**config.mk**
```make
export PLATFORM = sky130hd
export DESIGN_NAME = vx_hw_itr_ctrl
export DESIGN_NICKNAME = d
export VERILOG_FILES = /design/src/rtl/vx_hw_itr_ctrl_pkg.sv /design/src/rtl/vx_hw_itr_ctrl_rr_arbiter.sv /design/src/rtl/vx_hw_itr_ctrl.sv
export SDC_FILE = /design/constraint.sdc
export NUM_CORES = 1
export LEC_CHECK = 0
export CELL_PAD_IN_SITES_DETAIL_PLACEMENT = 0
export CELL_PAD_IN_SITES_GLOBAL_PLACEMENT = 2
export CORE_MARGIN = 5
export CORE_UTILIZATION = 29
export DETAILED_ROUTE_END_ITERATION = 8
export PLACE_DENSITY = 0.84
export SLEW_MARGIN = 15
export SYNTH_ARGS = -nofsm -noshare
export SYNTH_HDL_FRONTEND = slang
export SYNTH_SLANG_ARGS = --single-unit
```
**constraint.sdc**
```tcl
create_clock -name clk -period 7.67 [get_ports clk]
set_input_delay 1.534 -clock clk [delete_from_list [all_inputs] [get_ports clk]]
set_output_delay 1.534 -clock clk [all_outputs]
set_load 0.1 [all_outputs]
```
**src/rtl/vx_hw_itr_ctrl_pkg.sv**
```systemverilog
// Shared definitions for the per-core hardware interrupt controller:
// CSR address window, register offsets, delivery FSM states and request record.
package vx_hw_itr_ctrl_pkg;

    localparam int CSR_ADDR_BITS = 12;

    localparam logic [CSR_ADDR_BITS-1:0] HW_ITR_CTRL_BEGIN = 12'hBC0;
    localparam logic [CSR_ADDR_BITS-1:0] HW_ITR_CTRL_END   = HW_ITR_CTRL_BEGIN + 12'd6;

    localparam int ITR_OFF_IE     = 0;
    localparam int ITR_OFF_IP     = 1;
    localparam int ITR_OFF_CAUSE  = 2;
    localparam int ITR_OFF_VECTOR = 3;
    localparam int ITR_OFF_RET    = 4;
    localparam int ITR_OFF_SWI    = 5;

    localparam logic [CSR_ADDR_BITS-1:0] ITR_ADDR_IE     = HW_ITR_CTRL_BEGIN + 12'(ITR_OFF_IE);
    localparam logic [CSR_ADDR_BITS-1:0] ITR_ADDR_IP     = HW_ITR_CTRL_BEGIN + 12'(ITR_OFF_IP);
    localparam logic [CSR_ADDR_BITS-1:0] ITR_ADDR_CAUSE  = HW_ITR_CTRL_BEGIN + 12'(ITR_OFF_CAUSE);
    localparam logic [CSR_ADDR_BITS-1:0] ITR_ADDR_VECTOR = HW_ITR_CTRL_BEGIN + 12'(ITR_OFF_VECTOR);
    localparam logic [CSR_ADDR_BITS-1:0] ITR_ADDR_RET    = HW_ITR_CTRL_BEGIN + 12'(ITR_OFF_RET);
    localparam logic [CSR_ADDR_BITS-1:0] ITR_ADDR_SWI    = HW_ITR_CTRL_BEGIN + 12'(ITR_OFF_SWI);

    // Request record sized for the largest supported configuration.
    localparam int ITR_MAX_WID_W = 8;
    localparam int ITR_MAX_SRC_W = 5;

    typedef struct packed {
        logic [ITR_MAX_WID_W-1:0] wid;
        logic [ITR_MAX_SRC_W-1:0] cause;
        logic [31:0]              vector;
    } itr_req_t;

    typedef enum logic {
        ITR_IDLE,
        ITR_REQ
    } itr_state_t;

    function automatic int log2up(input int n);
        return (n > 1) ? $clog2(n) : 1;
    endfunction

endpackage

```
**src/rtl/vx_hw_itr_ctrl_rr_arbiter.sv**
```systemverilog
// Combinational round-robin arbiter: first request at or after ptr, wrapping.
module vx_hw_itr_ctrl_rr_arbiter #(
    parameter int N = 4,
    parameter int W = 2
) (
    input  logic [N-1:0] req,
    input  logic [W-1:0] ptr,
    output logic [N-1:0] grant,
    output logic [W-1:0] idx,
    output logic         valid
);

    int unsigned slot;

    always_comb begin
        grant = '0;
        idx   = '0;
        valid = 1'b0;
        slot  = 0;
        for (int unsigned i = 0; i < N; i++) begin
            slot = (32'(ptr) + i) % N;
            if (!valid && req[slot]) begin
                valid       = 1'b1;
                grant[slot] = 1'b1;
                idx         = W'(slot);
            end
        end
    end

endmodule

```
**src/rtl/vx_hw_itr_ctrl.sv**
```systemverilog
// Per-core hardware interrupt controller: per-warp IE/IP/CAUSE/in_handler state,
// CSR access, round-robin selection and one-at-a-time valid/ready delivery.
module vx_hw_itr_ctrl
    import vx_hw_itr_ctrl_pkg::*;
#(
    parameter int CORE_ID   = 0,
    parameter int WARP_CNT  = 4,
    parameter int NUM_LANES = 4,
    parameter int NUM_SRCS  = 8,
    parameter int WID_W     = log2up(WARP_CNT),
    localparam int SRC_W    = log2up(NUM_SRCS)
) (
    input  logic                      clk,
    input  logic                      reset,
    input  logic                      csr_read_enable,
    input  logic [WID_W-1:0]          csr_read_wid,
    input  logic [CSR_ADDR_BITS-1:0]  csr_read_addr,
    output logic [NUM_LANES*32-1:0]   csr_read_data,
    input  logic                      csr_write_enable,
    input  logic [WID_W-1:0]          csr_write_wid,
    input  logic [CSR_ADDR_BITS-1:0]  csr_write_addr,
    input  logic [NUM_LANES*32-1:0]   csr_write_data,
    input  logic                      irq_valid,
    input  logic [WID_W-1:0]          irq_wid,
    input  logic [SRC_W-1:0]          irq_src,
    output logic                      itr_valid,
    output logic [WID_W-1:0]          itr_wid,
    output logic [SRC_W-1:0]          itr_cause,
    output logic [31:0]               itr_vector,
    input  logic                      itr_ready,
    output logic [WARP_CNT-1:0]       in_handler
);

    logic [NUM_SRCS-1:0] ie      [WARP_CNT];
    logic [NUM_SRCS-1:0] ip      [WARP_CNT];
    logic [NUM_SRCS-1:0] ip_n    [WARP_CNT];
    logic [SRC_W-1:0]    cause_q [WARP_CNT];
    logic [31:0]         vector_q;
    logic [WARP_CNT-1:0] handler_q;
    logic [WID_W-1:0]    rr_ptr;
    itr_state_t          state, state_n;
    itr_req_t            req_q;

    logic [WARP_CNT-1:0] elig, grant;
    logic [WID_W-1:0]    arb_idx;
    logic                arb_valid;
    logic [NUM_SRCS-1:0] pend_sel;
    logic [SRC_W-1:0]    cause_sel;
    logic                load, handshake;
    logic [WID_W-1:0]    req_wid;
    logic [SRC_W-1:0]    req_cause;
    logic [NUM_SRCS-1:0] wdata;
    logic                wr_ie, wr_ip, wr_vector, wr_ret, wr_swi;
    logic [31:0]         rd_word;

    assign req_wid   = req_q.wid[WID_W-1:0];
    assign req_cause = req_q.cause[SRC_W-1:0];
    assign wdata     = csr_write_data[NUM_SRCS-1:0];

    assign wr_ie     = csr_write_enable && (csr_write_addr == ITR_ADDR_IE);
    assign wr_ip     = csr_write_enable && (csr_write_addr == ITR_ADDR_IP);
    assign wr_vector = csr_write_enable && (csr_write_addr == ITR_ADDR_VECTOR);
    assign wr_ret    = csr_write_enable && (csr_write_addr == ITR_ADDR_RET);
    assign wr_swi    = csr_write_enable && (csr_write_addr == ITR_ADDR_SWI);

    always_comb begin
        for (int unsigned w = 0; w < WARP_CNT; w++) begin
            elig[w] = (|(ip[w] & ie[w])) && !handler_q[w];
        end
    end

    vx_hw_itr_ctrl_rr_arbiter #(
        .N (WARP_CNT),
        .W (WID_W)
    ) rr_arbiter (
        .req   (elig),
        .ptr   (rr_ptr),
        .grant (grant),
        .idx   (arb_idx),
        .valid (arb_valid)
    );

    // Lowest enabled pending source of the granted warp.
    always_comb begin
        pend_sel  = '0;
        cause_sel = '0;
        for (int unsigned w = 0; w < WARP_CNT; w++) begin
            if (grant[w]) pend_sel = pend_sel | (ip[w] & ie[w]);
        end
        for (int unsigned s = NUM_SRCS; s > 0; s--) begin
            if (pend_sel[s-1]) cause_sel = SRC_W'(s - 1);
        end
    end

    always_comb begin
        state_n   = state;
        load      = 1'b0;
        handshake = 1'b0;
        case (state)
            ITR_IDLE: begin
                if (arb_valid) begin
                    load    = 1'b1;
                    state_n = ITR_REQ;
                end
            end
            ITR_REQ: begin
                if (itr_ready) begin
                    handshake = 1'b1;
                    state_n   = ITR_IDLE;
                end
            end
            default: state_n = ITR_IDLE;
        endcase
    end

    // Priority within a cycle: CSR clear, then SWI set, then delivery clear, then event set.
    always_comb begin
        for (int unsigned w = 0; w < WARP_CNT; w++) begin
            ip_n[w] = ip[w];
            if (wr_ip && csr_write_wid == WID_W'(w)) ip_n[w] = ip_n[w] & ~wdata;
            if (wr_swi && csr_write_wid == WID_W'(w)) ip_n[w] = ip_n[w] | wdata;
            if (handshake && req_wid == WID_W'(w)) ip_n[w][req_cause] = 1'b0;
            if (irq_valid && irq_wid == WID_W'(w)) ip_n[w][irq_src] = 1'b1;
        end
    end

    always_ff @(posedge clk or negedge reset) begin
        if (!reset) begin
            state    <= ITR_IDLE;
            req_q    <= '0;
            rr_ptr   <= '0;
            vector_q <= '0;
        end else begin
            state <= state_n;
            if (load) begin
                req_q.wid    <= ITR_MAX_WID_W'(arb_idx);
                req_q.cause  <= ITR_MAX_SRC_W'(cause_sel);
                req_q.vector <= vector_q;
            end
            if (handshake) begin
                rr_ptr <= (req_wid == WID_W'(WARP_CNT - 1)) ? '0 : req_wid + 1'b1;
            end
            if (wr_vector) vector_q <= {csr_write_data[31:2], 2'b00};
        end
    end

    always_ff @(posedge clk or negedge reset) begin
        if (!reset) begin
            ie        <= '{default: '0};
            ip        <= '{default: '0};
            cause_q   <= '{default: '0};
            handler_q <= '0;
        end else begin
            ip <= ip_n;
            for (int unsigned w = 0; w < WARP_CNT; w++) begin
                if (wr_ie && csr_write_wid == WID_W'(w)) ie[w] <= wdata;
                if (handshake && req_wid == WID_W'(w)) begin
                    cause_q[w]   <= req_cause;
                    handler_q[w] <= 1'b1;
                end else if (wr_ret && csr_write_wid == WID_W'(w)) begin
                    handler_q[w] <= 1'b0;
                end
            end
        end
    end

    always_comb begin
        rd_word = '0;
        if (csr_read_enable) begin
            case (csr_read_addr)
                ITR_ADDR_IE:     rd_word = 32'(ie[csr_read_wid]);
                ITR_ADDR_IP:     rd_word = 32'(ip[csr_read_wid]);
                ITR_ADDR_CAUSE:  rd_word = 32'(cause_q[csr_read_wid]);
                ITR_ADDR_VECTOR: rd_word = vector_q;
                default:         rd_word = '0;
            endcase
        end
    end

    assign csr_read_data = {NUM_LANES{rd_word}};
    assign itr_valid     = (state == ITR_REQ);
    assign itr_wid       = req_wid;
    assign itr_cause     = req_cause;
    assign itr_vector    = req_q.vector;
    assign in_handler    = handler_q;

endmodule

```
* Yosys cells after proc, flatten, opt, wreduce, memory -nomap -nowiden *
Cells that the tools add are included.

word-level totals
  register bits after elaboration = 148
  input port bits = 167
  output and inout bits = 170
  word-level logic and storage cells = 233

operators by class
  add/sub/neg operators = 4
  $lt $le $gt $ge = 13
  equal/unequal tests = 18
  multiplexer cells = 86
  bitwise gates (word level) = 30
  reduce and logical (&&, ||, !) cells = 60

operators by type and width
  cell                                                 count
  2-to-1 mux 8 bit                                     24
  one-hot mux 32 bit (4 select lines)                  1
  equality test 12 bit, second input constant          9
  bitwise AND 8 bit                                    12
  bitwise OR 8 bit                                     11
  logical AND 1 bit                                    42
  binary-select mux 8 bit (select 2 bit)               2
  2-to-1 mux 32 bit                                    1
  OR reduction 8 bit                                   4
  2-to-1 mux 3 bit                                     10
  2-to-1 mux 1 bit                                     27
  2-to-1 mux 4 bit                                     4
  NOT 8 bit                                            2
  equality test 2 bit, second input constant           6
  < comparator 2 x 3 -> 1 bit, second input constant   4
  bitwise OR 4 bit                                     3
  2-to-1 mux 2 bit                                     5
  binary-select mux 1 bit (select 2 bit)               4
  demux 1 bit (select 2 bit)                           4
  >= comparator 2 x 1 -> 1 bit, second input constant  4
  < comparator 3 x 4 -> 1 bit, second input constant   2
  nonzero test 2 bit                                   4
  zero test 1 bit                                      7
  binary-select mux 3 bit (select 2 bit)               1
  other kinds (10)                                     18

* Depth between registers and ports, before layout *
  word-level depth = 30
  mapped depth = 13
  gate-level depth less buffers = 11

* By module *
Synthesis repeated with hierarchy kept, for this count alone.

unflattened totals
  cell total of the unflattened synthesis = 883
  area, all modules = 9103.7 um2

modules (own cells, without submodules)
  module                     instances  cells an instance  area each (um2)  sequential area each (um2)
  vx_hw_itr_ctrl             1          838                8684.6           3703.6
  vx_hw_itr_ctrl_rr_arbiter  1          45                 419.2            0.0

* Least setup slack after synthesis *
Ideal clock, no wire load.

  kind = input -> output
  start point = input port csr_read_wid[0]
  end point = output port csr_read_data[101]
  arrival time = 4.943 ns
  required time = 6.136 ns
  slack = 1.193 ns
  stages = 8
  buffers on the path = 3
  cells stage by stage = clkbuf_1 buf_1 mux4_2 nand2_1 nand2_1 a22oi_1 nor2_1 buf_4

between the ends
  word-level cells in the longest chain between the ends = 6
  elaborated cells on any way between the ends = 9
  those cells by class = mux: 8; bitwise: 1

ends and longest elaborated chain
  item                                                       line                                          RTL
  from (decl)                                                vx_hw_itr_ctrl.sv:16                          input logic [WID_W-1:0] csr_read_wid,
  NOT 2 -> 3 bit (not written as such) *                     vx_hw_itr_ctrl.sv:171, vx_hw_itr_ctrl.sv:172
  binary-select mux 8 bit (select 2 bit) (on tied branches)  vx_hw_itr_ctrl.sv:172, vx_hw_itr_ctrl.sv:171
  2-to-1 mux 8 bit (on tied branches) (2 in series)          vx_hw_itr_ctrl.sv:172, vx_hw_itr_ctrl.sv:171
  one-hot mux 32 bit (4 select lines) *                      vx_hw_itr_ctrl.sv:170                         case (csr_read_addr)
  2-to-1 mux 32 bit *                                        vx_hw_itr_ctrl.sv:169                         if (csr_read_enable) begin
  to (decl)                                                  vx_hw_itr_ctrl.sv:18                          output logic [NUM_LANES*32-1:0] csr_read_data,

Every way passes the cells marked *; elsewhere a longest branch is shown, timed or not. The select of a mux whose other input is x is not followed.

* Final worst setup path *
  start point = input port csr_read_addr[1]
  end point = output port csr_read_data[34]

between the ends
  word-level cells in the longest chain between the ends = 3
  elaborated cells on any way between the ends = 6
  those cells by class = eq/ne: 4; mux: 2

ends and longest elaborated chain
  item                                   line                   RTL
  from (decl)                            vx_hw_itr_ctrl.sv:17   input logic [CSR_ADDR_BITS-1:0] csr_read_addr,
  equality test 12 bit                   vx_hw_itr_ctrl.sv:170
  one-hot mux 32 bit (4 select lines) *  vx_hw_itr_ctrl.sv:170
  2-to-1 mux 32 bit *                    vx_hw_itr_ctrl.sv:169

Every way passes the cells marked *; elsewhere a longest branch is shown, timed or not.

==> impl_metrics.csv <==
group,metric,value,unit
final_layout,drive_gt1_frac,0.305,
grt,grt_pass1_vias,7437,
floorplan,row_count,64,
clocking,path_clk_slew,0.07,ns
routing,wl_met3,2210,um
final_layout,final_cell_area,11400,um2
grt,antenna_found_initial,0,
hold_path,hp-class,"flip-flop to flip-flop",
clocking,cts_tree,"yes",
routing,firstDrtPassIters,5,
clocking,h-tree-depth,4,
run,maxCapViolCount,0,
timing,clock_skew,0.0154,ns
timing,timing.final.crit_share,0.798,
synth,yosysTopAreaCell,"dfrtp_1",
synth,seq_area_frac_synth,0.410,
setup_path,reg2reg_from,"rr_ptr[0]",
synth,synth_ff_type,"dfrtp_1",
status,status,"completed",
final_layout,syn_to_final_growth,26.5,%
clocking,cts_buffers,17,
routing,via_per_inst,5.23,
timing,rsz0062_at_grt,"no",
hold_path,min-delay-start,"itr_vector[13]",
routing,drtIter0Drc,601,
synth,ys_types,61,
place,place_area,10800,um2
synth,synth-edff-count,0,
synth,synth_top_area_frac,0.410,
grt,grt_start_max_net_pins,77,
clocking,postCtsSetupRepairBufs,0,
timing,setup_viol,0,
routing,maxUsedRoutingLayer,"met4",
floorplan,io-pin-count,337,
routing,routed_wl,29400,um
grt,grt_pass1_wl,45400,um
setup_path,worstPathArrival,4.59,ns
setup_path,rrSetupSlack,3.77,ns
synth,ys_async_sr_fraction,1.00,
timing,max_freq,163,MHz
place,gp_congestion,0.930,
clocking,post_cts_resize_count,0,
final_layout,fillers,3015,
synth,synth-seq-cells,148,
routing,ant_nets,0,
synth,netlist_area,9030,um2
floorplan,die_h,186,um
setup_path,r2r_cells,10,
final_layout,final_util,0.372,
setup_path,cp-end-kind,"output pin",
synth,synth_area_leaders,"dfrtp_1, mux2_2, buf_4",
routing,wl_met2,13800,um
timing,worstMarginPinSlew,1.23,ns
timing,finalHoldViolations,0,
floorplan,die-area,34800,um2
setup_path,startpoint_type,"input port",
grt,grtUsageTotal,0.164,
setup_path,crit_type,"input port to output pin",
place,place_hpwl,22500,um
setup_path,regToRegEndpoint,"itr_cause[1]",
routing,wl_met1,12900,um
clocking,cts_root_buffer,"clkbuf_16",
place,io_buffers,238,
setup_path,cp.required,6.14,ns
hold_path,whs_endpoint,"itr_vector[13]",
floorplan,die_w,186,um
synth,yosys_warnings,0,
clocking,cts_hold_buf,0,
final_layout,layout_common_cells,"dfrtp_1, buf_4, clkdlybuf4s50_1, mux2_2, nand2_1",
clocking,clk_latency,0.43,ns
final_layout,diodes,0,
timing,post-route-min-period,6.12,ns
timing,setup_tns,0,ns
routing,drc,0,
routing,num_vias,7424,
clocking,clock_sinks,148,
final_layout,layout_commonest_cell,"dfrtp_1",
grt,overflow,0,
synth,syn_inst,881,
timing,slew_headroom,0.180,
floorplan,design.core.area,30700,um2
synth,synth_area_per_cell,10.2,um2
routing,post_drt_wl_per_cell,20.7,um
timing,fin_hold_ws,0.507,ns
power,powerDensity,197,nW/um2
setup_path,critPathMaxFanout,10,
power,vdd.ir_drop.worst,127,uV
clocking,clockBufferDepth,2,
power,leakagePower,5.02,nW
timing,slew_viol_final,0,
floorplan,start_util,0.294,
final_layout,final_nets,1189,
hold_path,min_path_cells,1,
[worst max path at each step]
stage,from,slack (ns),endpoint
final,csr_read_addr[1],1.55,csr_read_data[34]
after global routing,csr_read_addr[1],1.37,csr_read_data[34]
after CTS,csr_read_addr[1],1.47,csr_read_data[34]
after detailed placement,csr_read_addr[1],1.48,csr_read_data[34]
after global placement,csr_read_addr[1],1.50,csr_read_data[34]
after floorplan,csr_read_wid[0],1.19,csr_read_data[101]
[state kept, by name (all words and copies together), names as in the netlist]
name / flops
ie: 32
ip: 32
itr_vector: 30
vector_q: 30
cause_q: 12
in_handler: 4
itr_cause: 3
itr_wid: 2
rr_ptr: 2
itr_valid: 1
[report_power, final]
group	internal (W)	switching, W	total [W]
combinational	0.000161	0.000252	0.000413
clock	0.000475	0.000415	0.000890
sequential	0.000833	0.000109	0.000942
[area by class of cell]
type / count / area [um2] / share of cell area
flip-flops and latches: 148 / 3700 / 0.324
well taps: 396 / 495 / 0.0434
inverters: 6 / 22.5 / 0.00197
multi-input cells: 593 / 4450 / 0.389
clock inverters: 15 / 208 / 0.0182
repair buffers: 244 / 2120 / 0.185
clock buffers: 17 / 425 / 0.0372
[per-stage QoR]
stage	setup slack (ns)	total power (W)	std cells
2_1_floorplan	1.19	0.00118	882
3_3_place_gp	1.50	0.00136	1387
3_5_place_dp	1.48	0.00137	1387
4_1_cts	1.47	0.00227	1419
5_1_grt	1.37	0.00235	1419
6_report	1.55	0.00225	1419
[cells by family (layout without fill, tap and decap cells)]
kind of cell             after synthesis  after routing  share of synthesized area
buffers and inverters                141            282                     0.0995
adder cells (fa/ha/maj)               12             12                     0.0166
flip-flops                           148            148                      0.410
multiplexers                         130            130                      0.193
AND/OR/NAND/NOR                      287            287                      0.152
AO/OA/AOI/OAI                        162            162                      0.128
other                                  1              2                   0.000415
[synthesized netlist by cell type (4+ instances only)]
cell	instances
a21oi_1	15
a22oi_1	45
a31oi_1	8
a32oi_1	5
and2_1	29
buf_4	98
clkbuf_1	34
dfrtp_1	148
ha_1	12
mux2_2	105
mux4_2	25
nand2_1	101
nand2b_1	6
nand3_1	37
nand3b_1	8
nand4_1	8
nor2_1	69
nor2b_1	5
o211ai_1	8
o21ai_0	12
o21bai_1	4
o22ai_1	36
or3b_2	4
[routing by layer]
layer	track usage	vias to the layer above
li1	-	3394
met1	0.221	3662
met2	0.268	334
met3	0.0381	34
met4	0.0376	0
met5	0	-
[critical path, cell delays in order]
cell	delay, ns
clkdlybuf4s50_1	0.74
clkinv_1	0.41
mux4_2	0.45
nor2b_1	0.25
clkdlybuf4s50_1	1.19
(Power assumes the default switching activity.)
